==> config.mk <==
export PLATFORM = sky130hd
export DESIGN_NAME = sae_decrypt_stream
export DESIGN_NICKNAME = d
export VERILOG_FILES = /design/src/rtl/sae_decrypt_stream.sv
export SDC_FILE = /design/constraint.sdc
export NUM_CORES = 1
export LEC_CHECK = 0
export ABC_CLOCK_PERIOD_IN_PS = 2860
export BUFFER_PORTS_ARGS = -buffer_cell sky130_fd_sc_hd__buf_2
export CAP_MARGIN = 30
export CORE_ASPECT_RATIO = 1.4
export CORE_MARGIN = 4
export CORE_UTILIZATION = 44
export DETAILED_ROUTE_END_ITERATION = 8
export GPL_ROUTABILITY_DRIVEN = 0
export PLACE_DENSITY = 0.73
export REMOVE_ABC_BUFFERS = 1
export SYNTH_ARGS = -nofsm -noshare
export SYNTH_HDL_FRONTEND = slang
export SYNTH_SLANG_ARGS = --single-unit
==> constraint.sdc <==
create_clock -name clk -period 2.86 [get_ports clk]
set_input_delay 0.572 -clock clk [delete_from_list [all_inputs] [get_ports clk]]
set_output_delay 0.572 -clock clk [all_outputs]
set_load 0.01 [all_outputs]
==> src/rtl/sae_decrypt_stream.sv <==
// Receiver-side stream controller for the SAE core.
// Accepts ciphertext bytes, feeds them one at a time to an external sae core
// in decrypt mode with a latched private key, and queues the recovered
// plaintext in a small FIFO with its own valid/ready handshake.
module sae_decrypt_stream #(
  parameter int FIFO_DEPTH = 8,
  parameter int TIMEOUT    = 15
) (
  input  logic        clk,
  input  logic        rst_n,
  input  logic        start,
  input  logic [7:0]  priv_key,
  input  logic        ct_valid,
  output logic        ct_ready,
  input  logic [7:0]  ct_data,
  input  logic        ct_last,
  output logic        pt_valid,
  input  logic        pt_ready,
  output logic [7:0]  pt_data,
  output logic        pt_last,
  output logic [1:0]  core_mode,
  output logic [7:0]  core_data_input,
  output logic [7:0]  core_key_input,
  output logic        core_inputs_valid,
  input  logic [7:0]  core_data_output,
  input  logic        core_output_ready,
  input  logic        core_err_invalid_ctxt_char,
  input  logic        core_err_invalid_seckey,
  output logic        busy,
  output logic        done,
  output logic        err_char,
  output logic        err_key,
  output logic        err_timeout,
  output logic [15:0] char_count
);

  localparam int AW = $clog2(FIFO_DEPTH);
  localparam int CW = AW + 1;
  localparam int WW = $clog2(TIMEOUT + 1);

  typedef enum logic [2:0] {
    ST_IDLE,
    ST_ISSUE,
    ST_FIRE,
    ST_WAIT,
    ST_DRAIN,
    ST_DONE
  } state_t;

  state_t          state_q, state_d;
  logic [7:0]      key_q, key_d;
  logic [7:0]      data_q, data_d;
  logic            last_q, last_d;
  logic [WW-1:0]   wait_q, wait_d;
  logic            err_char_q, err_char_d;
  logic            err_key_q, err_key_d;
  logic            err_timeout_q, err_timeout_d;
  logic [15:0]     char_count_q, char_count_d;
  logic [AW-1:0]   wr_ptr_q, wr_ptr_d;
  logic [AW-1:0]   rd_ptr_q, rd_ptr_d;
  logic [CW-1:0]   count_q, count_d;
  logic [8:0]      mem_q [FIFO_DEPTH];
  logic [8:0]      head;
  logic            push;
  logic            pop;
  logic            fifo_clear;

  // FSM next state, handshake strobes and FIFO control.
  // NOTE: every signal gets a default before the case statement so no path
  // leaves it unassigned, which would otherwise infer a latch.
  always_comb begin
    state_d       = state_q;
    key_d         = key_q;
    data_d        = data_q;
    last_d        = last_q;
    wait_d        = wait_q;
    err_char_d    = err_char_q;
    err_key_d     = err_key_q;
    err_timeout_d = err_timeout_q;
    char_count_d  = char_count_q;
    ct_ready          = 1'b0;
    core_inputs_valid = 1'b0;
    push              = 1'b0;
    fifo_clear        = 1'b0;

    case (state_q)
      ST_IDLE: begin
        if (start) begin
          key_d         = priv_key;
          err_char_d    = 1'b0;
          err_key_d     = 1'b0;
          err_timeout_d = 1'b0;
          char_count_d  = 16'd0;
          fifo_clear    = 1'b1;
          state_d       = ST_ISSUE;
        end
      end
      ST_ISSUE: begin
        ct_ready = (count_q < CW'(FIFO_DEPTH));
        if (ct_valid && ct_ready) begin
          data_d  = ct_data;
          last_d  = ct_last;
          state_d = ST_FIRE;
        end
      end
      ST_FIRE: begin
        core_inputs_valid = 1'b1;
        wait_d            = '0;
        state_d           = ST_WAIT;
      end
      ST_WAIT: begin
        if (core_output_ready) begin
          if (core_err_invalid_seckey) begin
            err_key_d = 1'b1;
            state_d   = ST_DONE;
          end else begin
            if (core_err_invalid_ctxt_char) begin
              err_char_d = 1'b1;
            end else begin
              push = 1'b1;
              if (char_count_q != 16'hFFFF) char_count_d = char_count_q + 16'd1;
            end
            state_d = last_q ? ST_DRAIN : ST_ISSUE;
          end
        end else if (wait_q == WW'(TIMEOUT - 1)) begin
          err_timeout_d = 1'b1;
          state_d       = ST_DONE;
        end else begin
          wait_d = wait_q + WW'(1);
        end
      end
      ST_DRAIN: begin
        if (count_q == '0) state_d = ST_DONE;
      end
      ST_DONE: begin
        state_d = ST_IDLE;
      end
      default: state_d = ST_IDLE;
    endcase
  end

  // FIFO pointer and occupancy update; a new message empties the FIFO.
  always_comb begin
    pop      = pt_valid && pt_ready;
    wr_ptr_d = wr_ptr_q;
    rd_ptr_d = rd_ptr_q;
    count_d  = count_q;
    if (fifo_clear) begin
      wr_ptr_d = '0;
      rd_ptr_d = '0;
      count_d  = '0;
    end else begin
      if (push) wr_ptr_d = wr_ptr_q + AW'(1);
      if (pop)  rd_ptr_d = rd_ptr_q + AW'(1);
      count_d = count_q + CW'(push) - CW'(pop);
    end
  end

  // Control and status registers; reset is asserted when rst_n is high.
  // NOTE: sequential state uses non-blocking assignments so every flop
  // samples the pre-edge values regardless of statement order.
  always_ff @(posedge clk or posedge rst_n) begin
    if (rst_n) begin
      state_q       <= ST_IDLE;
      key_q         <= '0;
      data_q        <= '0;
      last_q        <= 1'b0;
      wait_q        <= '0;
      err_char_q    <= 1'b0;
      err_key_q     <= 1'b0;
      err_timeout_q <= 1'b0;
      char_count_q  <= '0;
      wr_ptr_q      <= '0;
      rd_ptr_q      <= '0;
      count_q       <= '0;
    end else begin
      state_q       <= state_d;
      key_q         <= key_d;
      data_q        <= data_d;
      last_q        <= last_d;
      wait_q        <= wait_d;
      err_char_q    <= err_char_d;
      err_key_q     <= err_key_d;
      err_timeout_q <= err_timeout_d;
      char_count_q  <= char_count_d;
      wr_ptr_q      <= wr_ptr_d;
      rd_ptr_q      <= rd_ptr_d;
      count_q       <= count_d;
    end
  end

  // Plaintext storage written on push.
  // NOTE: the storage array has no reset; emptiness is tracked by count_q and
  // the read port is masked while empty, so stale contents are never visible.
  always_ff @(posedge clk) begin
    if (push) mem_q[wr_ptr_q] <= {last_q, core_data_output};
  end

  assign head              = mem_q[rd_ptr_q];
  assign pt_valid          = (count_q != '0);
  assign pt_data           = pt_valid ? head[7:0] : 8'h00;
  assign pt_last           = pt_valid & head[8];
  assign core_mode         = (state_q == ST_FIRE || state_q == ST_WAIT) ? 2'b11 : 2'b00;
  assign core_data_input   = data_q;
  assign core_key_input    = key_q;
  assign busy              = (state_q != ST_IDLE);
  assign done              = (state_q == ST_DONE);
  assign err_char          = err_char_q;
  assign err_key           = err_key_q;
  assign err_timeout       = err_timeout_q;
  assign char_count        = char_count_q;

endmodule

==> metrics.md <==
| Metric | Value |
|---|---|
| Clk slew on worst S/H paths | 60 ps |
| Antenna viol nets, final | 0 |
| Fin cells | 667 |
| Slew @ Worst Pin | 673.2 ps |
| Synthesis Warnings | 0 |
| Skew-Pair Late Insertion Delay | 400 ps |
| TNS Setup | 0 ps |
| Worst hold margin | 211.3 ps |
| WP data required | 2290 ps |
| Total Power | 6.538 mW |
| Post-synth ARST share | 42.40% |
| Number of global-route vias before repair | 3766 |
| Root Buffer Master | clkbuf_16 |
| Global-route wire length before repair | 18760 um |
| Leakage power | 2.760 nW |
| Max_slew headroom | 54.71% |
| DIE AREA | 0.01452 sq mm |
| Rows | 48 |
| Synthesized area | 0.005558 sq mm |
| CTS tree | yes |
| Via count | 3682 |
| Core area | 0.01237 sq mm |
| Max-slew violations | 0 |
| Largest stage delay, worst path | 550 ps |
| Largest net degree at the start of global routing | 54 |
| Starting DRT DRC Count | 236 |
| Max-Cap Viols | 0 |
| Final worst slack | 235.1 ps |
| Synth cell count leaders | edfxtp_1 (72), dfrtp_1 (53), nor2_1 (26) |
| Worst hold path class | input pin to async pin |
| Cells along the critical path | buf_4 > mux4_2 > mux2i_1 > nor2_1 > buf_2 |
| Dpl ws | 492.4 ps |
| Initial Util | 44.92% |
| Achievable Freq | 381.0 MHz |
| IO buf count | 83 |
| Most frequent cell after synthesis | edfxtp_1 |
| Nets@finish | 548 |
| Area leader, netlist | edfxtp_1 |
| Post-synth EDFFs | 72 |
| Clk sink count | 125 |
| Cts repair resizes | 0 |
| Clock power share | 32.7% |
| R2R cell count | 9 |
| Final setup vio count | 0 |
| Multi-input gate area | 0.001903 sq mm |
| Ant. Diodes | 0 |
| Synth Register Bits | 125 |
| Layout Skew | 6.580 ps |
| DP Wirelength | 7914 um |
| Post-Syn Instances | 403 |
| Fillers | 1056 |
| GRT overflow | 0 |
| Area grow syn2layout | 22.44% |
| VDD IR max | 0.0005261 V |
| Post-route DRC | 0 |
| CP max-delay cell | mux4_2 |
| Worst Setup End Kind | output port |
| Die Wd | 103.0 um |
| Reg area | 0.003488 sq mm |
| Switching Fraction | 31.15% |
| Dominant synthesized flop cell | edfxtp_1 |
| Switching Power | 2.037 mW |
| Seq/Total Area, Yosys | 62.76% |
| First drt pass iteration count | 4 |
| Final Routed Wirelength | 11610 um |
| Die height | 141.0 um |
| Share of total power in combinational logic | 30.0% |
| Final Hold Violating Endpoints | 0 |
| I/O pin cnt | 84 |
| CTS Hold Buffers Added | 0 |
| CTS max path bufs | 2 |
| Total CTS buffers | 17 |
| RSZ-0062 raised after global routing | no |
| Reg power frac | 37.3% |
| Share of cells above drive strength 1 | 33.66% |
| Setup CP Type | flop to output port |
| Setup bufs post-CTS | 0 |
| Startpoint Class | flop |
| Total track usage | 16.96% |
| Status | finished clean |
| Level count of the clock H-tree | 4 |
| Share of the synthesized area in the top cell type | 38.90% |
| Placed Cells | 635 |
| Critical path arrival | 2050 ps |
| Routed wire per std cell | 17.41 um |
| Largest cells by area after synthesis | edfxtp_1 (39%), dfrtp_1 (24%), mux4_2 (7.3%), mux2_2 (3.6%), ha_1 (2.3%) |
| Via density | 5.520 |
| Distinct cells, synth | 53 |
| Initial antenna violation count | 0 |
| CP Max Fanout | 18 |
| Pint | 4.501 mW |
| PD cells | 960.7 mW/mm^2 |
| Period utilization | 91.78% |
| Syn Area/Cell | 13.79 sq um |
| Min Tclk post-route | 2625 ps |
| Reg2reg setup slack | 470 ps |
## final timing paths
path | from | end
worst min-delay path | rst_n | core_key_input[7]$_DFFE_PP0P_
worst min register to register | core_data_input[0]$_DFFE_PP0P_ | core_data_input[0]$_DFFE_PP0P_
max in group asynchronous | rst_n | char_count[14]$_DFFE_PP0P_
worst max-delay path | rd_ptr_q[0]$_DFFE_PP0P_ | pt_data[3]
worst max register to register | state_q[1]$_DFFE_PP0P_ | count_q[2]$_DFF_PP0_
min in group clk | ct_data[7] | core_data_input[7]$_DFFE_PP0P_
## area by class of cell
class	instances	share of cell area (%)
clock buffers	17	6.251
clock inverters	15	2.500
inverters	22	1.213
multi-input cells	239	27.96
flip-flops and latches	125	51.26
well taps	150	2.758
repair buffers	99	8.053
## stage by stage
step                      instance area (sq um)  utilization [%]
after floorplan                            5474                -
after global placement                     6210            50.19
after detailed placement                   6210            50.19
after CTS                                  6805            55.01
after global routing                       6805            55.01
final                                      6805            55.01
## sequential cells by signal, summed over array words and instances, names as in the netlist, 3 cells and up
signal and count:
rd_ptr_q 3, core_key_input 8, wr_ptr_q 3, state_q 3
mem_q 72, wait_q 4, char_count 16, count_q 4
core_data_input 8
## placed cells by master, fill, tap and decap left out, drive strengths merged, types with 6 or more instances in the layout
master / instances
or3: 6
o21ai: 24
inv: 24
edfxtp: 72
mux2: 18
nand4: 7
nor2: 26
nand2: 23
ha: 10
nand3: 15
nor3: 9
buf: 99
mux2i: 9
dfrtp: 53
a21oi: 17
clkinv: 7
clkbuf: 17
mux4: 18
## kinds of logic (layout without fill, tap and decap cells)
family	count (synthesis)	after routing	share of synthesized area, %
muxes	45	45	12.56
DFF	125	125	62.76
buffers and inverters	39	153	2.994
AOI/OAI and AO/OA	60	60	6.596
adders and majority gates	11	11	2.611
and+or+nand+nor	116	116	11.37
xor gates and xnor gates	7	7	1.103
## critical path: cells and delay by family (launching register included)
kind	cells	cell delay (ps)
buffers and inverters	2	500
flip-flops	1	380
multiplexers	2	700
AND/OR/NAND/NOR	1	60
## power groups by stage
| stage | Sequential (mW) | Clock [mW] | Combinational [mW] |
|---|---|---|---|
| after floorplan | 2.59 | 0 | 1.17 |
| final | 2.44 | 2.14 | 1.96 |
| after detailed placement | 2.47 | 0 | 1.99 |
| after global routing | 2.48 | 2.27 | 2.19 |
| after global placement | 2.45 | 0 | 1.94 |
| after CTS | 2.44 | 2.19 | 2.00 |
## layer usage
layer | up-vias | global-route usage [%] | share of wire (%)
met4 | 0 | 6.071 | 1.7
met1 | 1821 | 20.40 | 41
li1 | 1720 | - | -
met5 | - | 0 | 0
met2 | 117 | 28.71 | 53
met3 | 24 | 4.802 | 4.4
Power figures use the tool's default switching activity.
